## config.mk

```make
export PLATFORM = sky130hd
export DESIGN_NAME = receiver_flat
export DESIGN_NICKNAME = d
export VERILOG_FILES = /design/src/rtl/receiver_if.sv /design/src/rtl/receiver.sv /design/src/flat_wrapper.sv
export SDC_FILE = /design/constraint.sdc
export NUM_CORES = 1
export LEC_CHECK = 0
export CORE_MARGIN = 10
export CORE_UTILIZATION = 49
export DETAILED_ROUTE_END_ITERATION = 10
export GPL_TIMING_DRIVEN = 0
export MAX_ROUTING_LAYER = met4
export PLACE_DENSITY = 0.78
export SYNTH_ARGS = -nofsm -noshare
export SYNTH_HDL_FRONTEND = slang
export SYNTH_SLANG_ARGS = --single-unit
```

## constraint.sdc

```tcl
create_clock -name clk -period 5 [get_ports clk]
set_input_delay 0.75 -clock clk [delete_from_list [all_inputs] [get_ports clk]]
set_output_delay 0.75 -clock clk [all_outputs]
set_load 0.03 [all_outputs]
```

## src/rtl/receiver_if.sv

```systemverilog
// Link and read-port bundle for the 16-bit Request/Ack receiver.
// The master modport is the sender plus local consumer side; the slave
// modport is the receiver itself.
interface receiver_if;
  logic        Request;
  logic [15:0] DataIn;
  logic        Ack;
  logic        Read;
  logic        DataValid;
  logic [15:0] DataOut;
  logic        Full;
  logic [4:0]  Count;
  logic        BurstDone;
  logic [15:0] Checksum;

  modport master (
    output Request, DataIn, Read,
    input  Ack, DataValid, DataOut, Full, Count, BurstDone, Checksum
  );

  modport slave (
    input  Request, DataIn, Read,
    output Ack, DataValid, DataOut, Full, Count, BurstDone, Checksum
  );
endinterface

```

## src/rtl/receiver.sv

```systemverilog
// Receiver for the 16-bit four-phase Request/Ack link.
// Captured words go into a 16-entry FIFO presented show-ahead to the
// local consumer; captures are grouped into 16-word bursts.
// Optional feature macro: RECEIVER_CHECKSUM_EN builds a per-burst XOR
// checksum; without it Checksum is tied to zero.
//
// state    | meaning
// ---------+-------------------------------------------------------
// WAIT_REQ | Ack low; capture on Request when the FIFO has room
// ACK      | Ack high; word captured, waiting for Request to drop
module receiver #(
  parameter int DEPTH     = 16,
  parameter int BURST_LEN = 16
) (
  input logic      clk,
  input logic      Reset,
  receiver_if.slave bus
);

  localparam int AW = $clog2(DEPTH);
  localparam int BW = $clog2(BURST_LEN);
  localparam logic [AW:0]   CNT_ONE    = (AW+1)'(1);
  localparam logic [AW:0]   CNT_FULL   = (AW+1)'(DEPTH);
  localparam logic [AW-1:0] PTR_ONE    = AW'(1);
  localparam logic [BW-1:0] BURST_ONE  = BW'(1);
  localparam logic [BW-1:0] BURST_LAST = BW'(BURST_LEN - 1);

  typedef enum logic {
    WAIT_REQ = 1'b0,
    ACK      = 1'b1
  } link_state_t;

  link_state_t state;
  link_state_t next_state;
  logic        capture;
  logic        pop;
  logic        full;
  logic        not_empty;

  logic [15:0]   mem [DEPTH];
  logic [AW-1:0] wr_ptr;
  logic [AW-1:0] rd_ptr;
  logic [AW:0]   count;
  logic [BW-1:0] burst_cnt;
  logic          burst_last;
  logic          burst_done;

  // Full is taken from the registered count, so a pop on the same edge
  // cannot make room for a capture until the following edge.
  assign full       = (count == CNT_FULL);
  assign not_empty  = (count != '0);
  assign pop        = bus.Read && not_empty;
  assign burst_last = (burst_cnt == BURST_LAST);

  // Link FSM state register; reset drops Ack without waiting for a clock.
  always_ff @(posedge clk or posedge Reset) begin
    if (Reset) state <= WAIT_REQ;
    else       state <= next_state;
  end

  // Link FSM next state and capture strobe: one capture per Request assertion.
  always_comb begin
    next_state = state;
    capture    = 1'b0;
    case (state)
      WAIT_REQ: begin
        if (bus.Request && !full) begin
          capture    = 1'b1;
          next_state = ACK;
        end
      end
      ACK: begin
        if (!bus.Request) next_state = WAIT_REQ;
      end
      default: next_state = WAIT_REQ;
    endcase
  end

  // FIFO storage; contents are not reset, the pointers make them stale.
  always_ff @(posedge clk) begin
    if (capture) mem[wr_ptr] <= bus.DataIn;
  end

  // Write and read pointers, wrapping silently at DEPTH.
  always_ff @(posedge clk or posedge Reset) begin
    if (Reset) begin
      wr_ptr <= '0;
      rd_ptr <= '0;
    end else begin
      if (capture) wr_ptr <= wr_ptr + PTR_ONE;
      if (pop)     rd_ptr <= rd_ptr + PTR_ONE;
    end
  end

  // Occupancy: a capture and a pop on the same edge cancel out.
  always_ff @(posedge clk or posedge Reset) begin
    if (Reset) begin
      count <= '0;
    end else begin
      case ({capture, pop})
        2'b10:   count <= count + CNT_ONE;
        2'b01:   count <= count - CNT_ONE;
        default: count <= count;
      endcase
    end
  end

  // Burst position and the one-cycle completion pulse after the last word.
  always_ff @(posedge clk or posedge Reset) begin
    if (Reset) begin
      burst_cnt  <= '0;
      burst_done <= 1'b0;
    end else begin
      burst_done <= capture && burst_last;
      if (capture) burst_cnt <= burst_cnt + BURST_ONE;
    end
  end

`ifdef RECEIVER_CHECKSUM_EN
  logic [15:0] xor_acc;
  logic [15:0] checksum;

  // Running XOR of the current burst; the last word folds straight into
  // the published value so Checksum updates together with BurstDone.
  always_ff @(posedge clk or posedge Reset) begin
    if (Reset) begin
      xor_acc  <= '0;
      checksum <= '0;
    end else if (capture) begin
      if (burst_last) begin
        checksum <= xor_acc ^ bus.DataIn;
        xor_acc  <= '0;
      end else begin
        xor_acc  <= xor_acc ^ bus.DataIn;
      end
    end
  end

  assign bus.Checksum = checksum;
`else
  assign bus.Checksum = 16'h0000;
`endif

  assign bus.Ack       = (state == ACK);
  assign bus.DataValid = not_empty;
  assign bus.DataOut   = mem[rd_ptr];
  assign bus.Full      = full;
  assign bus.Count     = count;
  assign bus.BurstDone = burst_done;

endmodule

```

## src/flat_wrapper.sv

```systemverilog
// flat-port wrapper written by rule: the top's interface ports become plain ports
module receiver_flat 
#(
  parameter int DEPTH     = 16,
  parameter int BURST_LEN = 16
)
  (clk, Reset, bus_Request, bus_DataIn, bus_Read, bus_Ack, bus_DataValid, bus_DataOut, bus_Full, bus_Count, bus_BurstDone, bus_Checksum);
  receiver_if bus_i ();
  input logic clk;
  input logic Reset;
  input wire logic [$bits(bus_i.Request)-1:0] bus_Request;
  input wire logic [$bits(bus_i.DataIn)-1:0] bus_DataIn;
  input wire logic [$bits(bus_i.Read)-1:0] bus_Read;
  output wire logic [$bits(bus_i.Ack)-1:0] bus_Ack;
  output wire logic [$bits(bus_i.DataValid)-1:0] bus_DataValid;
  output wire logic [$bits(bus_i.DataOut)-1:0] bus_DataOut;
  output wire logic [$bits(bus_i.Full)-1:0] bus_Full;
  output wire logic [$bits(bus_i.Count)-1:0] bus_Count;
  output wire logic [$bits(bus_i.BurstDone)-1:0] bus_BurstDone;
  output wire logic [$bits(bus_i.Checksum)-1:0] bus_Checksum;
  assign bus_i.Request = bus_Request;
  assign bus_i.DataIn = bus_DataIn;
  assign bus_i.Read = bus_Read;
  assign bus_Ack = bus_i.Ack;
  assign bus_DataValid = bus_i.DataValid;
  assign bus_DataOut = bus_i.DataOut;
  assign bus_Full = bus_i.Full;
  assign bus_Count = bus_i.Count;
  assign bus_BurstDone = bus_i.BurstDone;
  assign bus_Checksum = bus_i.Checksum;
  receiver #(.DEPTH(DEPTH), .BURST_LEN(BURST_LEN)) u_core (.clk(clk), .Reset(Reset), .bus(bus_i));
endmodule
```

# Yosys cells after proc, flatten, opt, wreduce, memory -nomap -nowiden
# Memories as Yosys holds them, arrays and structs flattened.
# Index checks and enable logic that the tools add are counted.
# Widths: inputs -> output; s select.
dict set report word_totals {
  memories 1
  out_inout_bits 41
  mem_bits_rw 256
  elab_cells 30
  regBits 19
  in_bits 20
}
dict set report classes {
  reduce_logical 6
  bitwise_logic 1
  addsub 5
  muxes 7
  eq_ne 4
}
# memory words width read_ports rd_ports_with_merged_regs wr line_no
set mem_list {}
lappend mem_list {u_core.mem 16 16 1 0 1 receiver.sv:40} ;# logic [15:0] mem [DEPTH];
# op count
set op_table {}
lappend op_table {{$add 4x1->4 const B} 3}
lappend op_table {{$pmux 5 s2} 1}
lappend op_table {{$add 5x1->5 const B} 1}
lappend op_table {{$eq 5x5->1 const B} 1}
lappend op_table {{$mux 1} 5}
lappend op_table {{$reduce_bool 5->1} 1}
lappend op_table {{$sub 5x1->5 const B} 1}
lappend op_table {{$eq 4x4->1 const B} 1}
lappend op_table {{$logic_and 1x1->1} 3}
lappend op_table {{$eq 2x1->1 const B} 1}
lappend op_table {{$eq 2x2->1 const B} 1}
lappend op_table {{$pmux 1 s2} 1}
lappend op_table {{$reduce_bool 2->1} 1}
lappend op_table {{$logic_not 1->1} 1}
lappend op_table {{$not 1->1} 1}

# Longest topological paths before layout
# Gate-level depths: netlist of the first run.
dict set report logic_depth {
  word_depth 7
  mapped_depth 12
  ltp_nobuf 12
}

# Worst setup path before layout of the first run
# No wires, ideal clock.
dict set report synth_path {
  kind {register to register}
  start {reg u_core.count[0] (netlist: u_core.bus.Count[0])}
  end {reg u_core.count[4] (netlist: u_core.bus.Count[4])}
  required_time_ns 4.866
  setup_time_ns 0.134
  arrival_time_ns 2.899
  path_slack_ns 1.967
  path_buffers 1
  path_stages_with_launch 12
  period_less_slack_ns 3.033
  cell_sequence {dfrtp_1 -> nor4_2 -> nand2b_1 -> and2_1 -> buf_2 -> ha_1 -> ha_1 -> nor2b_1 -> o21ai_0 -> a21oi_1 -> or3b_1 -> xnor2_1}
}
dict set report synth_via {
  word_cells_on_any_way 13
  cone_classes {add/sub: 2; eq/ne: 3; mux: 3; reduce/logical: 5}
}
# item line_no
set synth_rtl {}
lappend synth_rtl {{start, declared} receiver.sv:43} ;# logic [AW:0] count;
lappend synth_rtl {{start signal, assigned} receiver.sv:101} ;# 2'b10: count <= count + CNT_ONE;
lappend synth_rtl {{start signal, assigned} receiver.sv:102} ;# 2'b01: count <= count - CNT_ONE;
lappend synth_rtl {{start signal, assigned} receiver.sv:103} ;# default: count <= count;
lappend synth_rtl {{$reduce_bool 5->1 (*)} receiver.sv:51} ;# assign not_empty = (count != '0);
lappend synth_rtl {{via bus_DataValid} flat_wrapper.sv:15} ;# output wire logic [$bits(bus_i.DataValid)-1:0] bus_DataValid;
lappend synth_rtl {{$logic_and 1x1->1 (*)} receiver.sv:52} ;# assign pop = bus.Read && not_empty;
lappend synth_rtl {{via u_core.pop} receiver.sv:36} ;# logic pop;
lappend synth_rtl {{$eq 2x1->1 / $eq 2x2->1 (equally long branches)} receiver.sv:100} ;# case ({capture, pop})
lappend synth_rtl {{$pmux 5 s2 / $reduce_bool 2->1 (equally long branches)} n/a}
# Mark *: on every way through the listed nets, which the timed path passes. The rest lies on a longest branch.
# A chain may end at the register's enable or synchronous reset.

# Final worst setup path of the first run
dict set report layout_path {
  start {reg u_core.rd_ptr[1]}
  end {out bus_DataOut[11]}
}
dict set report layout_via {
  elab_chain_cells 1
}
# item line_no
set layout_lines {}
lappend layout_lines {{start, declared} receiver.sv:42} ;# logic [AW-1:0] rd_ptr;
lappend layout_lines {{start signal, assigned} receiver.sv:91} ;# if (pop) rd_ptr <= rd_ptr + PTR_ONE;
lappend layout_lines {{$mem_v2 16x16} n/a}
lappend layout_lines {{end, declared} flat_wrapper.sv:16} ;# output wire logic [$bits(bus_i.DataOut)-1:0] bus_DataOut;
# No other way between the ends.

==> reports/metrics.cfg, run 1 <==
[synth]
synth_largest_area_cell=edfxtp_1
ys_seq_elements=275
synth_top_family_by_area=multiplexers
synthMuxAreaShare_pct=12.6
synth-simple-area-share_pct=2.92
synth_area_per_cell_um2=18.7
synth_top_area_share_pct=69.9
async_flop_share_pct=6.91
synth-xor-area-share_pct=1.03
synth_area_um2=11000
synthAdderAreaFrac_pct=1.32
yosysUniqueCellTypes=36
ys_warn_count=0
synthTopCellsByArea=edfxtp_1 (70%), mux4_2 (6.5%), mux2i_1 (5.9%)
synth_edf_count=256
synth_compound_area_share_pct=4.79
synthCells=588
seq_area_frac_synth_pct=74.2
synth_ff_type=edfxtp_1

[global_route]
antenna_found_initial=0
grt_usage_pct=17.2
grt_overflow=0
grt_pass1_wl_um=36600
grt_max_degree=20
grt_pass1_vias=5963

[critical_path]
start_kind=flip-flop
critPathRequiredTime_ns=4.25
worstPathArrival_ns=3.23
path_class=reg2out
r2r_slack_ns=2.07
end_kind=primary output
crit_fanout=10

[place]
dp.cells=931
dpl.hpwl_um=15700
place.gp.congestion=0.872
numPortBuffers=44

[clocking]
ctsResizeCount=0
cts_root_buffer=clkbuf_16
clockBufferDepth=3
post_cts_buffers=0
path_clk_slew_ns=0.06
hold_buffers=0
cts_buffers=26
clock_latency_ns=0.52
h-tree-depth=1
cts_sinks=275
cts_tree=done

[timing]
grt_setup_unrepaired=false
final_max_slew_viol_count=0
period_minus_slack_ns=3.98
relSlewSlack_pct=28.2
setup_viol=0
fmax_ghz=0.251
hold_violations=0
setup_tns_ns=0
worst-slew-pin-transition_ns=1.07
finalClockSkew_ns=0.00684
fin_crit_sh_pct=79.6

[finish]
area_growth_pct=15.5
multiInputGateArea_um2=2570
fill_cells=1540
ff_latch_area_um2=8160
mostFrequentLayoutCell=edfxtp_1
layout_common_cells=edfxtp_1 (256), mux2i_1 (65), clkdlybuf4s50_1 (44)
antenna_cells=0
layout-drive-gt1-share_pct=17.3
finalNonFillerCells=978
fin_nets=710

[floorplan]
row_count=54
die_w_um=170
ioPinCount=61
dieHeight_um=170
die_area_um2=28900
start_util_pct=50.1
coreArea_um2=22000

[route]
drt-initial-drc-count=692
drc=0
routed-via-count=5745
wire_per_inst_um=24.5
routed_via_density=5.87
drtAntennaViolNets=0
drt_wl_total_um=23900
drt-pass1-iter-count=4

[power]
pwr-share-comb_pct=37.2
power.internal_uw=4820
p_sw_share_pct=34.4
leakage_uw=0.00443
p_sw_uw=2530
power_frac_clock_pct=24.7
powerDensity_nw_per_um2=578
p_seq_share_pct=38.1
ir_worst_vdd_uv=354

[min_path]
hp-class=reg2reg

[run]
drv_cap=0

[status]
status=completed

==> sequential cells by signal, summed over array words and instances (netlist names) <==
register,cells
u_core.burst_cnt,4
u_core.rd_ptr,4
u_core.wr_ptr,4
u_core.bus.BurstDone,1
u_core.mem,256
u_core.bus.Ack,1
u_core.bus.Count,5
==> layout make-up <==
| class | instances | share of cell area [%] |
|---|---|---|
| flip-flops and latches | 275 | 64.2 |
| repair buffers | 48 | 3.88 |
| clock inverters | 11 | 0.472 |
| well taps | 280 | 2.76 |
| plain buffers | 48 | 2.41 |
| clock buffers | 36 | 5.74 |
| inverters | 10 | 0.295 |
| multi-input cells | 270 | 20.2 |
==> power by group through the flow <==
stage,sequential (uW),clock (uW),combinational (uW)
2_1_floorplan,2860,0,1740
3_3_place_gp,2830,0,2620
3_5_place_dp,2840,0,2710
4_1_cts,2800,1830,2750
5_1_grt,2820,1920,2900
6_report,2800,1810,2740
==> through the flow <==
step                      worst slack [ns]  util (%)  instance area (um^2)  hold WS (ns)  total power, uW
final                                 1.02      57.9                 12700         0.494             7350
after global routing                 0.864      57.9                 12700         0.529             7630
after CTS                            0.998      57.9                 12700         0.497             7380
after detailed placement              1.57      54.3                 11900         0.469             5550
after global placement               0.683      54.0                 11900         0.460             5450
after floorplan                       1.97         -                 11100         0.446             4600
==> synth_stat cells, drive strengths merged, types with 2 or more instances <==
library cell  count
inv              10
nor2b             2
nor2              2
clkbuf            9
a221oi           32
ha               10
nand2            28
nor3b             4
dfrtp            19
mux4             32
edfxtp          256
xor2              3
nand3             2
a21oi             2
nand4             2
a22oi            16
o21ai            20
and2             10
buf              39
mux2i            65
xnor2            10
and3              5
==> worst paths after layout <==
path / start / endpoint / cells after the start
worst max-delay path: u_core.rd_ptr[1]$_DFFE_PP0P_ / bus_DataOut[11] / 8
worst min-delay path: u_core.burst_cnt[3]$_DFFE_PP0P_ / u_core.burst_cnt[3]$_DFFE_PP0P_ / 1
worst max register to register: u_core.bus.Count[0]$_DFFE_PP0P_ / u_core.bus.Count[4]$_DFFE_PP0P_ / 12
worst min register to register: u_core.burst_cnt[3]$_DFFE_PP0P_ / u_core.burst_cnt[3]$_DFFE_PP0P_ / 1
max in group asynchronous: Reset / u_core.bus.Ack$_DFF_PP0_ / 2
min in group asynchronous: Reset / u_core.bus.Count[2]$_DFFE_PP0P_ / 2
==> critical path, cell delays in order (launching register included) <==
cell             delay, ns
dfrtp_1               0.35
buf_2                 0.25
nor2b_1               0.10
clkbuf_1              0.15
buf_2                 0.22
a221oi_1              0.59
o21ai_0               0.24
nand2_1               0.11
clkdlybuf4s50_1       0.69
==> routing by layer <==
metal / vias up / track usage (%) / part of all wire, %
met5: - / - / 0
met4: 0 / 5.72 / 2.3
met3: 45 / 2.64 / 7.2
met2: 268 / 28.4 / 51
met1: 2923 / 21.6 / 40
li1: 2509 / - / -
==> cells by family (layout without fill, tap and decap cells) <==
| kind of cell | after synthesis | after routing |
|---|---|---|
| other cells | 1 | 16 |
| flops | 275 | 275 |
| buf+inv | 58 | 153 |
| fa+ha+maj | 11 | 11 |
| simple gates | 60 | 60 |
| mux | 98 | 98 |
| xor+xnor | 13 | 13 |
| compound gates | 72 | 72 |
Power figures use the tool's default switching activity.
==> run 2: changes to the inputs <==
==> constraint.sdc (replaced) <==
create_clock -name clk -period 3.75 [get_ports clk]
set_input_delay 0.5625 -clock clk [delete_from_list [all_inputs] [get_ports clk]]
set_output_delay 0.5625 -clock clk [all_outputs]
set_load 0.03 [all_outputs]
==> reports/metrics.cfg, run 2 (synthesis gave the netlist of run 1 again) <==
[status]
status=completed  ; unchanged

[global_route]
grt_max_degree=20  ; unchanged
grt_overflow=0  ; unchanged
grt_pass1_vias=5969  ; was 5963
antenna_found_initial=0  ; unchanged
grt_usage_pct=17.3  ; was 17.2%
grt_pass1_wl_um=36600  ; about the same

[route]
routed-via-count=5758  ; was 5745
drc=0  ; unchanged
wire_per_inst_um=24.6  ; was 24.5 um
drtAntennaViolNets=0  ; unchanged
drt-initial-drc-count=675  ; was 692
drt-pass1-iter-count=7  ; was 4
drt_wl_total_um=24000  ; was 23900 um
routed_via_density=5.89  ; was 5.87

[floorplan]
ioPinCount=61  ; unchanged
dieHeight_um=170  ; unchanged
row_count=54  ; unchanged
coreArea_um2=22000  ; unchanged
die_area_um2=28900  ; unchanged
die_w_um=170  ; unchanged
start_util_pct=50.1  ; unchanged

[critical_path]
r2r_slack_ns=0.82  ; was 2.07 ns
path_class=reg2out  ; unchanged
worstPathArrival_ns=3.14  ; was 3.23 ns
cp_slowest_cell=clkdlybuf4s50_1  ; unchanged
critPathRequiredTime_ns=3.19  ; was 4.25 ns
start_kind=flip-flop  ; unchanged
cp_top_family=buffers and inverters  ; unchanged
crit_chain=buf_2 -> nor2b_1 -> clkbuf_1 -> buf_2 -> a221oi_1 -> a22oi_1 -> nand2_1 -> clkdlybuf4s50_1  ; was buf_2 -> nor2b_1 -> clkbuf_1 -> buf_2 -> a221oi_1 -> o21ai_0 -> nand2_1 -> clkdlybuf4s50_1
crit_buf_inv=4  ; unchanged
end_kind=primary output  ; unchanged
crit_path_frequent_cell=buf_2  ; unchanged
crit_fanout=10  ; unchanged
crit_path_max_incr_delay_ns=0.67  ; was 0.69 ns

[power]
power.total_uw=9860  ; was 7350 uW
powerDensity_nw_per_um2=772  ; was 578 nW/um^2
leakage_uw=0.00446  ; was 0.00443 uW
ir_worst_vdd_uv=471  ; was 354 uV

[finish]
largest_reg_flops=256  ; unchanged
fin_nets=710  ; unchanged
area_growth_pct=16.0  ; was 15.5%
layout-drive-gt1-share_pct=18.8  ; was 17.3%
antenna_cells=0  ; unchanged
finalNonFillerCells=978  ; unchanged
layout_common_cells=edfxtp_1 (256), mux2i_1 (65), clkdlybuf4s50_1 (44)  ; unchanged
mostFrequentLayoutCell=edfxtp_1  ; unchanged
largest_register=u_core.mem  ; unchanged

[timing]
setup_tns_ns=0  ; unchanged
period_minus_slack_ns=3.70
worst-slew-pin-transition_ns=1.12  ; was 1.07 ns
fin_crit_sh_pct=98.7
setup_slack_ns=0.0503  ; was 1.02 ns
final_max_slew_viol_count=0  ; unchanged
fin_hold_ws_ns=0.488  ; was 0.494 ns
fmax_ghz=0.270
grt_setup_unrepaired=true  ; was false
hold_violations=0  ; unchanged
relSlewSlack_pct=25.3  ; was 28.2%
finalClockSkew_ns=0.00954  ; was 0.00684 ns
setup_viol=0  ; unchanged

[clocking]
clockBufferDepth=3  ; unchanged
h-tree-depth=1  ; unchanged
clock_latency_ns=0.52  ; about the same
path_clk_slew_ns=0.06  ; about the same
post_cts_buffers=0  ; unchanged
cts_sinks=275  ; unchanged
cts_buffers=26  ; unchanged
cts_tree=done  ; unchanged
cts_root_buffer=clkbuf_16  ; unchanged

[place]
place.gp.congestion=0.872  ; unchanged
pre_cts_slack_ns=0.507  ; was 1.57 ns
numPortBuffers=44  ; unchanged
dp.cells=931  ; unchanged
dpl.hpwl_um=15700  ; unchanged

[run]
drv_cap=0  ; unchanged

[min_path]
hp-class=in2async  ; was reg2reg

==> run 2: path summary, 6_finish.rpt <==
kind / start / endpoint / cells after the start
max in group asynchronous: Reset / u_core.bus.Ack$_DFF_PP0_ / 2
worst min register to register: u_core.burst_cnt[3]$_DFFE_PP0P_ / u_core.burst_cnt[3]$_DFFE_PP0P_ / 1
min in group clk: u_core.burst_cnt[3]$_DFFE_PP0P_ / u_core.burst_cnt[3]$_DFFE_PP0P_ / 1
worst max register to register: u_core.bus.Count[0]$_DFFE_PP0P_ / u_core.bus.Count[4]$_DFFE_PP0P_ / 12
worst min-delay path: Reset / u_core.rd_ptr[2]$_DFFE_PP0P_ / 2
worst max-delay path: u_core.rd_ptr[1]$_DFFE_PP0P_ / bus_DataOut[3] / 8
==> run 2: cell type report <==
type / instances / area [um^2]
fill: 1530 / 9190
sequential: 275 / 8160
multi-input combinational: 270 / 2620
clock buffer: 36 / 729
timing repair buffer: 48 / 493
tap: 280 / 350
buffer: 48 / 309
clock inverter: 11 / 60.1
inverter: 10 / 37.5
==> run 2: what timing repair did <==
action,4_1_cts,5_1_grt
setup endpoints to repair,2,11
gates resized for setup,3,8
hold buffers,0,0
==> run 2: layer usage <==
| layer | part of all wire [%] | vias up | track usage, % |
|---|---|---|---|
| met3 | 7.1 | 42 | 2.66 |
| met2 | 51 | 269 | 28.6 |
| met4 | 2.2 | 0 | 5.72 |
| met5 | 0 | - | - |
| met1 | 40 | 2935 | 21.5 |
| li1 | - | 2512 | - |
==> run 2: per-stage QoR <==
stage / util (%) / area [um^2]
floorplan: - / 11100
global placement: 54.0 / 11900
detailed placement: 54.3 / 11900
CTS: 58.0 / 12700
global route: 58.1 / 12800
finish: 58.1 / 12800
==> run 2: where the power goes <==
group	leakage [uW]	internal [uW]	switching, uW
clock	0.000386	1360	1060
combinational	0.00154	1480	2230
sequential	0.00253	3610	126
total	0.00446	6450	3410
==> run 3: changes to the inputs <==
--- a/config.mk
+++ b/config.mk
@@ -7,10 +7,12 @@
 export LEC_CHECK = 0
 export CORE_MARGIN = 10
 export CORE_UTILIZATION = 49
+export CTS_BUF_LIST = sky130_fd_sc_hd__clkbuf_4
 export DETAILED_ROUTE_END_ITERATION = 10
 export GPL_TIMING_DRIVEN = 0
 export MAX_ROUTING_LAYER = met4
 export PLACE_DENSITY = 0.78
+export SKIP_CTS_REPAIR_TIMING = 1
 export SYNTH_ARGS = -nofsm -noshare
 export SYNTH_HDL_FRONTEND = slang
 export SYNTH_SLANG_ARGS = --single-unit
==> reports/metrics.cfg, run 3 (synthesis gave the netlist of run 1 again) <==
[global_route]
grt_max_degree=20  ; unchanged
grt_overflow=0  ; unchanged
antenna_found_initial=1  ; was 0
grt_use_met2_pct=27.4  ; was 28.6%
top_usage_layer=met2  ; unchanged
met3_usage_pct=3.45  ; was 2.66%
grt_usage_pct=16.9  ; was 17.3%
grt_pass1_wl_um=35700  ; was 36600 um
grt_pass1_vias=6244  ; was 5969
gr-usage-met1_pct=20.1  ; was 21.5%

[floorplan]
coreArea_um2=22000  ; unchanged
die_area_um2=28900  ; unchanged
dieHeight_um=170  ; unchanged
ioPinCount=61  ; unchanged
row_count=54  ; unchanged
die_w_um=170  ; unchanged
start_util_pct=50.1  ; unchanged

[timing]
worst-slew-pin-transition_ns=1.13  ; was 1.12 ns
relSlewSlack_pct=24.6  ; was 25.3%
setup_viol=0  ; unchanged
hold_violations=0  ; unchanged
fmax_ghz=0.267  ; was 0.270 GHz
fin_hold_ws_ns=0.346  ; was 0.488 ns
grt_setup_unrepaired=true  ; unchanged
final_max_slew_viol_count=0  ; unchanged
period_minus_slack_ns=3.75  ; was 3.70 ns
finalClockSkew_ns=0.0518  ; was 0.00954 ns
fin_crit_sh_pct=99.9  ; was 98.7%

[finish]
largest_reg_flops=256  ; unchanged
mostFrequentLayoutCell=edfxtp_1  ; unchanged
ff_latch_area_um2=8160  ; unchanged
largest_register=u_core.mem  ; unchanged
area_growth_pct=16.2  ; was 16.0%
multiInputGateArea_um2=2660  ; was 2620 um^2
final_core_util_pct=58.2  ; was 58.1%
layout_common_cells=edfxtp_1 (256), clkbuf_4 (91), mux2i_1 (65)  ; was edfxtp_1 (256), mux2i_1 (65), clkdlybuf4s50_1 (44)
fin_nets=750  ; was 710
layout-drive-gt1-share_pct=25.7  ; was 18.8%
fill_cells=1571  ; was 1530

[critical_path]
crit_path_max_incr_delay_ns=0.68  ; was 0.67 ns
crit_chain=buf_2 -> inv_1 -> clkbuf_1 -> a221oi_1 -> a22oi_1 -> nand2_1 -> clkdlybuf4s50_1  ; was buf_2 -> nor2b_1 -> clkbuf_1 -> buf_2 -> a221oi_1 -> a22oi_1 -> nand2_1 -> clkdlybuf4s50_1
crit_fanout=10  ; unchanged
r2r_end=u_core.bus.Count[4]$_DFFE_PP0P_  ; unchanged
r2r_slack_ns=0.84  ; was 0.82 ns
critical_path_depth=7  ; was 8
crit_path_start=u_core.rd_ptr[3]$_DFFE_PP0P_  ; was u_core.rd_ptr[1]$_DFFE_PP0P_
critPathRequiredTime_ns=3.19  ; about the same
end_kind=primary output  ; unchanged
crit_end=bus_DataOut[13]  ; was bus_DataOut[3]
cp_top_family=buffers and inverters  ; unchanged
cp_slowest_cell=clkdlybuf4s50_1  ; unchanged
start_kind=flip-flop  ; unchanged
r2r-start=u_core.bus.Count[0]$_DFFE_PP0P_  ; unchanged
worstPathArrival_ns=3.18  ; was 3.14 ns
crit_buf_inv=4  ; unchanged
path_class=reg2out  ; unchanged
worstRegToRegCells=12  ; unchanged

[route]
drt_wl_total_um=23600  ; was 24000 um
routed-via-count=6025  ; was 5758
drc=0  ; unchanged
drtAntennaViolNets=0  ; unchanged
drt-pass1-iter-count=5  ; was 7
wire_per_inst_um=22.6  ; was 24.6 um
routed_via_density=5.78  ; was 5.89
drt-initial-drc-count=671  ; was 675

[place]
dpl.hpwl_um=15700  ; unchanged
numPortBuffers=44  ; unchanged
place.gp.congestion=0.872  ; unchanged

[clocking]
clock_latency_ns=0.66  ; was 0.52 ns
cts_sinks=275  ; unchanged
clockBufferDepth=3  ; unchanged
path_clk_slew_ns=0.08  ; was 0.06 ns
h-tree-depth=3  ; was 1
cts_root_buffer=clkbuf_4  ; was clkbuf_16
cts_tree=done  ; unchanged
cts_buffers=66  ; was 26

[status]
status=completed  ; unchanged

[power]
powerDensity_nw_per_um2=754  ; was 772 nW/um^2
ir_worst_vdd_uv=499  ; was 471 uV
leakage_uw=0.00459  ; was 0.00446 uW

[run]
drv_cap=0  ; unchanged

[min_path]
hp-class=in2async  ; unchanged

==> run 3: changes by cell type in the layout (fill, tap and decap cells not counted), moves of 5 or more <==
| cell | before | now |
|---|---|---|
| clkinv_1 | 4 | 16 |
| clkbuf_1 | 14 | 6 |
| clkbuf_4 | 0 | 91 |
| a221oi_1 | 24 | 19 |
| clkdlybuf4s50_1 | 44 | 39 |
| a221oi_2 | 8 | 13 |
| clkbuf_16 | 27 | 0 |
| dlymetal6s2s_1 | 0 | 5 |
==> run 3: metal layers <==
layer	wire, um	vias up
met5	0	-
met4	488	0
met3	2090	35
met2	12100	349
met1	8980	3007
li1	-	2634
==> run 3: area by class of cell <==
class	instances	share of cell area, %
timing repair buffer	48	3.95
clock inverter	20	0.607
antenna	1	0.0196
buffer	48	2.43
clock buffer	91	5.34
multi-input combinational	270	20.8
inverter	10	0.294
sequential	275	63.8
tap	280	2.74
==> run 3: worst min path at each step <==
stage                                     from                              end  slack [ns]  cells after the start
2_1_floorplan  u_core.burst_cnt[3]$_DFFE_PP0P_  u_core.burst_cnt[3]$_DFFE_PP0P_        0.45                      1
3_3_place_gp   u_core.burst_cnt[3]$_DFFE_PP0P_  u_core.burst_cnt[3]$_DFFE_PP0P_        0.46                      1
3_5_place_dp   u_core.burst_cnt[3]$_DFFE_PP0P_  u_core.burst_cnt[3]$_DFFE_PP0P_        0.47                      1
4_1_cts                                  Reset  u_core.bus.Count[4]$_DFFE_PP0P_        0.34                      2
5_1_grt                                  Reset     u_core.wr_ptr[0]$_DFFE_PP0P_        0.42                      2
6_report                                 Reset     u_core.wr_ptr[1]$_DFFE_PP0P_        0.35                      2
==> run 3: power by group <==
part,total [uW],internal [uW],switching [uW]
registers,3730,3610,124
logic,3700,1490,2220
clock network,2210,1120,1080
==> run 3: stage by stage <==
stage	setup slack [ns]	area [um^2]	total power, uW	setup TNS (ns)	instances
6_report	0.00369	12800	9640	0	1043
5_1_grt	-0.0807	12800	10100	-0.523	1043
4_1_cts	-0.192	12700	9600	-0.970	1042
3_3_place_gp	-0.380	11900	7270	-22.99	927
3_5_place_dp	0.507	11900	7400	0	931
2_1_floorplan	0.717	11100	6130	0	603
